===== config.mk =====
export PLATFORM = sky130hd
export DESIGN_NAME = key_dispatcher
export DESIGN_NICKNAME = d
export VERILOG_FILES = /design/src/rtl/key_dispatcher.sv
export SDC_FILE = /design/constraint.sdc
export NUM_CORES = 1
export LEC_CHECK = 0
export BUFFER_PORTS_ARGS = -buffer_cell sky130_fd_sc_hd__buf_2
export CORE_MARGIN = 5
export CORE_UTILIZATION = 45
export DETAILED_ROUTE_END_ITERATION = 12
export GPL_TIMING_DRIVEN = 1
export PLACE_DENSITY = 0.82
export SYNTH_ARGS = -nofsm -noshare
export SYNTH_HDL_FRONTEND = slang
export SYNTH_SLANG_ARGS = --single-unit

===== constraint.sdc =====
create_clock -name clk -period 3.77 [get_ports clk]
set_input_delay 0.1885 -clock clk [delete_from_list [all_inputs] [get_ports clk]]
set_output_delay 0.1885 -clock clk [all_outputs]
set_load 0.05 [all_outputs]

===== src/rtl/key_dispatcher.sv =====
// key_dispatcher: hands out contiguous RC4 key blocks to idle arcfour cores
// through a round-robin arbiter, stops on the first reported hit and
// reports failure once the key space is exhausted and every core is idle.
// Optional build macro KEY_DISPATCH_STATS_EN enables the blocks_issued
// counter; without it blocks_issued is tied to zero.
module key_dispatcher #(
  parameter int unsigned          NUM_CORES      = 8,
  parameter int unsigned          LOG_NUM_CORES  = 3,
  parameter int unsigned          KEY_WIDTH      = 24,
  parameter int unsigned          LOG_BLOCK_SIZE = 8,
  parameter logic [KEY_WIDTH-1:0] KEY_MAX        = 24'hffffff
) (
  input  logic                           clk,
  input  logic                           reset,
  input  logic                           start,
  input  logic                           abort,
  input  logic [NUM_CORES-1:0]           req,
  input  logic [NUM_CORES-1:0]           busy,
  input  logic [NUM_CORES-1:0]           found,
  input  logic [NUM_CORES*KEY_WIDTH-1:0] found_key,
  output logic [NUM_CORES-1:0]           grant,
  output logic [KEY_WIDTH-1:0]           grant_base,
  output logic [KEY_WIDTH-1:0]           grant_last,
  output logic                           running,
  output logic                           success,
  output logic                           fail,
  output logic [KEY_WIDTH-1:0]           result_key,
  output logic [LOG_NUM_CORES-1:0]       result_core,
  output logic [KEY_WIDTH-1:0]           blocks_issued
);

  // Block arithmetic is one bit wider than a key so the counter cannot wrap.
  localparam logic [KEY_WIDTH:0] BLK       = (KEY_WIDTH+1)'(1) << LOG_BLOCK_SIZE;
  localparam logic [KEY_WIDTH:0] KEY_MAX_X = {1'b0, KEY_MAX};

  typedef enum logic [2:0] {
    S_IDLE,
    S_DISPATCH,
    S_DRAIN,
    S_SUCCESS,
    S_FAIL
  } state_t;

  state_t                   state;
  logic [KEY_WIDTH:0]       next_base;
  logic [LOG_NUM_CORES-1:0] rr_ptr;

  logic [NUM_CORES-1:0]     elig;
  logic [NUM_CORES-1:0]     rot;
  logic                     pick_valid;
  logic [LOG_NUM_CORES:0]   pick_off;
  logic [LOG_NUM_CORES:0]   pick_sum;
  logic [LOG_NUM_CORES-1:0] pick_idx;
  logic [LOG_NUM_CORES-1:0] rr_next;
  logic                     fnd_valid;
  logic [LOG_NUM_CORES-1:0] fnd_idx;
  logic [KEY_WIDTH-1:0]     fnd_key;
  logic [KEY_WIDTH:0]       blk_end;
  logic [KEY_WIDTH:0]       blk_last;

  // Round-robin pick: rotate eligible requests so rr_ptr lands on bit 0,
  // take the lowest set bit, then map the offset back to a core index.
  always_comb begin
    elig       = req & ~grant;
    rot        = NUM_CORES'({elig, elig} >> rr_ptr);
    pick_valid = 1'b0;
    pick_off   = '0;
    for (int unsigned i = 0; i < NUM_CORES; i++) begin
      if (!pick_valid && rot[i]) begin
        pick_valid = 1'b1;
        pick_off   = (LOG_NUM_CORES+1)'(i);
      end
    end
    pick_sum = {1'b0, rr_ptr} + pick_off;
    if (pick_sum >= (LOG_NUM_CORES+1)'(NUM_CORES))
      pick_sum = pick_sum - (LOG_NUM_CORES+1)'(NUM_CORES);
    pick_idx = pick_sum[LOG_NUM_CORES-1:0];
    rr_next  = (pick_idx == LOG_NUM_CORES'(NUM_CORES - 1)) ? '0
                                                           : pick_idx + LOG_NUM_CORES'(1);
  end

  // Lowest-index success report wins when several cores hit together.
  always_comb begin
    fnd_valid = 1'b0;
    fnd_idx   = '0;
    fnd_key   = '0;
    for (int unsigned i = 0; i < NUM_CORES; i++) begin
      if (!fnd_valid && found[i]) begin
        fnd_valid = 1'b1;
        fnd_idx   = LOG_NUM_CORES'(i);
        fnd_key   = found_key[i*KEY_WIDTH +: KEY_WIDTH];
      end
    end
  end

  // Last key of the block being offered, clamped to the end of the key space.
  always_comb begin
    blk_end  = next_base + BLK - (KEY_WIDTH+1)'(1);
    blk_last = (blk_end > KEY_MAX_X) ? KEY_MAX_X : blk_end;
  end

  // Control FSM with all status and grant outputs registered.
  always_ff @(posedge clk or negedge reset) begin
    if (!reset) begin
      state       <= S_IDLE;
      next_base   <= '0;
      rr_ptr      <= '0;
      grant       <= '0;
      grant_base  <= '0;
      grant_last  <= '0;
      running     <= 1'b0;
      success     <= 1'b0;
      fail        <= 1'b0;
      result_key  <= '0;
      result_core <= '0;
    end else if (abort) begin
      state     <= S_IDLE;
      next_base <= '0;
      rr_ptr    <= '0;
      grant     <= '0;
      running   <= 1'b0;
      success   <= 1'b0;
      fail      <= 1'b0;
    end else begin
      grant <= '0;
      case (state)
        S_IDLE: begin
          next_base <= '0;
          rr_ptr    <= '0;
          if (start) begin
            state       <= S_DISPATCH;
            running     <= 1'b1;
            result_key  <= '0;
            result_core <= '0;
          end
        end
        S_DISPATCH: begin
          if (fnd_valid) begin
            state       <= S_SUCCESS;
            running     <= 1'b0;
            success     <= 1'b1;
            result_key  <= fnd_key;
            result_core <= fnd_idx;
          end else if (pick_valid) begin
            grant      <= NUM_CORES'(1) << pick_idx;
            grant_base <= next_base[KEY_WIDTH-1:0];
            grant_last <= blk_last[KEY_WIDTH-1:0];
            next_base  <= next_base + BLK;
            rr_ptr     <= rr_next;
            if (blk_last == KEY_MAX_X)
              state <= S_DRAIN;
          end
        end
        S_DRAIN: begin
          if (fnd_valid) begin
            state       <= S_SUCCESS;
            running     <= 1'b0;
            success     <= 1'b1;
            result_key  <= fnd_key;
            result_core <= fnd_idx;
          end else if (busy == '0 && grant == '0) begin
            // A grant issued last cycle has not raised busy yet; wait for it.
            state   <= S_FAIL;
            running <= 1'b0;
            fail    <= 1'b1;
          end
        end
        S_SUCCESS, S_FAIL: begin
          if (start) begin
            state       <= S_DISPATCH;
            running     <= 1'b1;
            success     <= 1'b0;
            fail        <= 1'b0;
            next_base   <= '0;
            rr_ptr      <= '0;
            result_key  <= '0;
            result_core <= '0;
          end
        end
        default: state <= S_IDLE;
      endcase
    end
  end

`ifdef KEY_DISPATCH_STATS_EN
  logic issue;
  logic start_accept;

  always_comb begin
    issue        = !abort && (state == S_DISPATCH) && !fnd_valid && pick_valid;
    start_accept = !abort && start &&
                   (state == S_IDLE || state == S_SUCCESS || state == S_FAIL);
  end

  // Saturating count of grants issued since the last start.
  always_ff @(posedge clk or negedge reset) begin
    if (!reset)
      blocks_issued <= '0;
    else if (start_accept)
      blocks_issued <= '0;
    else if (issue && blocks_issued != '1)
      blocks_issued <= blocks_issued + KEY_WIDTH'(1);
  end
`else
  assign blocks_issued = '0;
`endif

endmodule


* Word-level counts from Yosys, hierarchy flattened
Cells that the tools add are included.
Cells by class: $lt $le $gt $ge 2, add/sub/neg operators 5, reductions and logical operators 47, multiplexer cells 82, shifts and indexed selects 2, bitwise gates (word level) 4, equality and inequality tests 19
Operators with widths (number):
- 2-to-1 mux 24 bit | 10
- 2-to-1 mux 25 bit | 5
- case mux 25 bit (3 select lines) | 1
- 2-to-1 mux 3 bit | 20
- case mux 24 bit (2 select lines) | 1
- 2-to-1 mux 8 bit | 4
- 2-to-1 mux 1 bit | 29
- adder 25 x 9 -> 25 bit (second input constant) | 1
- equality test 25 x 24 -> 1 bit (second input constant) | 1
- > comparator 25 x 24 -> 1 bit (second input constant) | 1
- subtractor 25 x 1 -> 25 bit (second input constant) | 1
- AND reduction 4 bit | 6
- 2-to-1 mux 4 bit | 5
- inequality test 3 bit (second input constant) | 6
- case mux 3 bit (3 select lines) | 2
- logical NOT 8 bit | 2
- >> shifter 16 x 3 -> 8 bit | 1
- logical AND 1 bit | 15
- logical NOT 1 bit | 14
- inequality test 4 bit (second input constant) | 3
- AND 8 bit | 1
- NOT 8 bit | 1
- nonzero test 4 bit | 2
- << shifter 1 x 3 -> 8 bit (first input constant) | 1
- 20 further kinds | 28
Storage, ports and cells: bits of input ports 220, word-level logic and storage cells 172, register bits 117, output and inout port bits 110

* Depth between registers and ports, before layout
depth after elaboration 34, mapped depth 16, depth with buffers taken out 16

* Worst setup path after synthesis
No wires, ideal clock.
kind flip-flop to flip-flop, start point register grant[1], end point register rr_ptr[0], required time 3.645 ns, clock period less this slack 3.481 ns, cell stages (with the launch flop) 16, path slack 0.289 ns, buffers on the path 0, arrival time 3.356 ns, library setup time 0.125 ns, cell sequence dfrtp_1 > nand2b_1 > mux4_1 > mux2i_1 > a21oi_1 > o21ai_0 > a21oi_1 > nor2_1 > ha_1 > inv_1 > fa_1 > xnor2_1 > xor2_1 > ha_1 > nor3_1 > mux2_2
Between the ends: cells in the longest elaborated chain, start to end 34, elaborated cells between the ends (all ways) 45, classes of those cells 3 x add/sub; 1 x order compare; 2 x eq/ne; 1 x shift; 21 x mux; 2 x bitwise; 15 x reduce/logical
Ends and longest elaborated chain:
- start: declaration | line 21 | output logic [NUM_CORES-1:0] grant,
- start signal: assignment | line 145 | grant <= NUM_CORES'(1) << pick_idx;
- NOT 8 bit (*) | line 64 | elig = req & ~grant;
- AND 8 bit (*) | line 64
- >> shifter 16 x 3 -> 8 bit (*) | line 65 | rot = NUM_CORES'({elig, elig} >> rr_ptr);
- 2-to-1 mux 1 bit | line 69 | if (!pick_valid && rot[i]) begin
- logical NOT 1 bit | line 69
- logical AND 1 bit | line 69
- 2-to-1 mux 1 bit | line 69
- logical NOT 1 bit | line 69
- [18 not listed]
- >= comparator 4 bit / subtractor 3 x 1 -> 3 bit (equally long branches) | line 75, 76
- 2-to-1 mux 3 bit | line 75 | if (pick_sum >= (LOG_NUM_CORES+1)'(NUM_CORES))
- adder 3 x 1 -> 3 bit / equality test 3 bit (equally long branches) | line 79, 78
- 2-to-1 mux 3 bit | line 78 | rr_next = (pick_idx == LOG_NUM_CORES'(NUM_CORES - 1)) ? '0
- 2-to-1 mux 3 bit | line 144 | end else if (pick_valid) begin
- 2-to-1 mux 3 bit | line 138 | if (fnd_valid) begin
- case mux 3 bit (3 select lines) | line 126 | case (state)
- 2-to-1 mux 3 bit | line 116 | end else if (abort) begin
- end signal: assignment | line 149 | rr_ptr <= rr_next;
- end: declaration | line 46 | logic [LOG_NUM_CORES-1:0] rr_ptr;
Every way passes the cells marked *; elsewhere a longest branch is shown, timed or not. The select of a mux whose other input is x is not followed. A chain may end at the register's enable or synchronous reset.

* Worst setup path after layout
start point register rr_ptr[1], end point register rr_ptr[0]
Between the ends: cells in the longest elaborated chain, start to end 32, elaborated cells between the ends (all ways) 43, classes of those cells 3 x add/sub; 1 x order compare; 2 x eq/ne; 1 x shift; 21 x mux; 15 x reduce/logical
Ends and longest elaborated chain (line):
- >> shifter 16 x 3 -> 8 bit | 65
- 2-to-1 mux 1 bit | 69
- logical NOT 1 bit | 69
- logical AND 1 bit | 69
- 2-to-1 mux 1 bit | 69
- logical NOT 1 bit | 69
- logical AND 1 bit | 69
- 2-to-1 mux 1 bit | 69
- [16 not listed]
- >= comparator 4 bit / subtractor 3 x 1 -> 3 bit (equally long branches) | 75, 76
- 2-to-1 mux 3 bit | 75
- adder 3 x 1 -> 3 bit / equality test 3 bit (equally long branches) | 79, 78
- 2-to-1 mux 3 bit | 78
- 2-to-1 mux 3 bit | 144
- 2-to-1 mux 3 bit | 138
- case mux 3 bit (3 select lines) | 126
- 2-to-1 mux 3 bit | 116
Parallel ways exist; a longest one is shown, timed or not. The select of a mux whose other input is x is not followed.

==> out/summary.txt <==
# IOs - 330
Worst-Skew Late Latency - 0.35 ns
Synth top area share - 0.329
WP data required - 4.01 ns
register area share after synthesis - 0.329
core area - 15,700 sq um
CTS root buf - clkbuf_16
Total Routing Usage GR - 0.282
CTS H-tree lvls - 3
Max-slew headroom - 0.220
antenna viol nets, final - 0
Hold Crit Class - in2reg
Hold Fails Final Rpt - 0
Highest Signal Layer - met5
first-pass GRT wire length - 40.7 mm
Final Max Slew Viols - 0
nets - 1,291
die area - 18,500 sq um
Max clock buf depth - 2
area growth from synthesis to layout - 27.4%
ys async rst share - 1.00
Final Wtd Congestion - 0.972
Initial DRC Count - 857
share of layout cells above drive strength 1 - 0.381
wire length on met1 - 10.6 mm
WL met2 - 12.9 mm
Post-Syn Area - 7140 sq um
Placed Cells - 1,257
Compound-Gate Fraction of Synth Area - 0.291
largest net degree at the start of global routing - 70
cell count after synthesis - 795
drt pass-1 iters - 5
post-synthesis xor/xnor area fraction - 0.0294
CTS Buf Count - 9
CP Launch Type - register
Synth Area in Adders - 0.0203
chip width - 136 um
peak supply drop - 0.000220 V
metal3 WL - 2.61 mm
pwr dens - 488 nW/um^2
final non-filler cell total - 1,283
CTS clk-pin slew, worst paths - 0.07 ns
leading area contributor after synthesis - dfrtp_1
critical path type - reg2reg
critical path arrival - 3.78 ns
IO buf count - 297
FF+latch count, synth - 94
Filler cells - 1,426
top cells by count, synth - 94 x dfrtp_1, 52 x o21ai_0, 51 x nor2_1, 50 x clkbuf_1, 44 x nand2_1
reg-to-reg setup timing slack - 0.23 ns
clk_skew - 0.00742 ns
final setup fails - 0
Worst Setup End Kind - register
Post-synth EDFFs - 0
DR WL/cell - 21.1 um
mean post-synth cell area - 8.99 sq um
maxcap violations - 0
Starting Density - 0.455
status - completed
CTS tree - yes
mux share of post-synthesis cell area - 0.0844
Post-Layout Inst Area - 9100 sq um
post-synth cell types - 76
most common cell in the synthesized netlist - dfrtp_1
Worst-Margin Slew - 1.17 ns
vias in the first global route - 7,249
Die Ht - 136 um
Primary FF master, synth - dfrtp_1
number of vias per cell - 6.06
ranking of synthesized cells by area - dfrtp_1 33%, buf_4 4.2%, mux2_2 3.8%
grt total ovfl - 0
Static Leak - 4.33 nW
Post-Synth Simple-Gate Area - 0.154
Post-DP Area - 8660 sq um
Hold WS - 0.114 ns
DRC violations left - 0
final core utilization - 0.579
Tmin final - 3.54 ns
routed vias - 7,774
main combinational cell family by area after synthesis - compound AO/OA/AOI/OAI gates
Max Clock Freq - 282 MHz
YS warnings - 0
CTS Sinks - 94
worst-path fanout max - 6
initial antenna violation count - 5
Cell Rows - 46
Routed WL - 27.1 mm
post-DP HPWL - 21.5 mm
crit share post-route - 0.939
-- final cells by class --
class                   count  area [sq um]  area share
flip-flops and latches     94          2350       0.259
clock inverters             7           105      0.0115
repair buffers            332          1750       0.193
well taps                 216           270      0.0297
multi-input cells         606          4320       0.475
clock buffers               9           225      0.0247
diodes                      2          5.00    0.000550
inverters                  17          66.3     0.00728
-- routing by layer --
metal,GRT usage,up-vias
met2,0.460,478
met4,0.0896,4
met3,0.0688,68
met1,0.369,3664
li1,-,3560
met5,0,-
-- path summary, 6_finish.rpt --
path | startpoint | endpoint | depth (start not counted)
setup / recovery | rr_ptr[1]$_DFFE_PN0P_ | rr_ptr[0]$_DFFE_PN0P_ | 16
hold / removal | abort | fail$_DFFE_PN0P_ | 2
setup reg to reg | rr_ptr[1]$_DFFE_PN0P_ | rr_ptr[0]$_DFFE_PN0P_ | 16
hold reg to reg | result_core[2]$_DFFE_PN0P_ | result_core[2]$_DFFE_PN0P_ | 2
max in group asynchronous | reset | grant_last[19]$_DFFE_PN0P_ | 3
min in group asynchronous | reset | result_key[1]$_DFFE_PN0P_ | 2
-- flip-flops by register name, indices dropped and copies added (netlist names) --
name / flops
fail: 1
grant: 8
grant_base: 16
grant_last: 17
next_base: 17
result_core: 3
result_key: 24
rr_ptr: 3
running: 1
state: 3
success: 1
-- worst max-delay path, cell delays in order (launching register included) --
cell and delay (ns):
dfrtp_2 0.44, inv_4 0.11, mux4_1 0.61, mux2i_2 0.22
inv_1 0.07, a21oi_1 0.16, o21ai_1 0.07, a21oi_1 0.15
nor2_1 0.07, ha_1 0.20, inv_1 0.06, fa_1 0.45
inv_1 0.11, ha_1 0.19, ha_2 0.19, nor3_1 0.06
mux2_2 0.26
-- power by group --
| part | leakage, nW | switching [W] | internal, W |
|---|---|---|---|
| logic | 2.90 | 0.00139 | 0.000706 |
| clock network | 0.159 | 0.000418 | 0.000592 |
| registers | 1.27 | 0.000163 | 0.00118 |
-- cell families (layout without fill, tap and decap cells) --
kind of cell             Yosys count  count (layout)
adder cells (fa/ha/maj)           11              11
AND/OR/NAND/NOR                  208             208
AO/OA/AOI/OAI                    286             286
other                              1              34
flip-flops                        94              94
XOR/XNOR                          24              24
multiplexers                      45              45
buffers and inverters            126             365
-- timing repair --
action,CTS,global route
setup endpoints to repair,0,8
resized for setup,0,15
hold buffers,1,0
endpoints found under the hold margin,16,0
setup buffers,0,7
-- cell usage in the layout (no fill, tap or decap), types with 10 or more instances in the layout --
cell / count
nor2_1: 49
buf_4: 35
o21ai_0: 51
a22o_1: 27
nand3_1: 17
xnor2_1: 18
mux2_2: 24
a31oi_1: 43
o31ai_1: 12
mux2i_1: 10
a21oi_1: 23
dfrtp_1: 93
o22ai_1: 25
nand2_1: 44
inv_1: 16
conb_1: 32
and3_1: 12
a222oi_1: 22
buf_2: 296
a221o_1: 23
nor4_1: 15
-- metrics by stage --
| step | total power, W | setup WS [ns] | setup TNS (ns) |
|---|---|---|---|
| 3_5_place_dp | 0.00333 | 0.0752 | 0 |
| 3_3_place_gp | 0.00328 | 0.281 | 0 |
| 4_1_cts | 0.00435 | 0.0752 | 0 |
| 5_1_grt | 0.00466 | -0.0134 | -0.0134 |
| 2_1_floorplan | 0.00277 | 0.289 | 0 |
| 6_report | 0.00444 | 0.229 | 0 |
(Power assumes the default switching activity.)
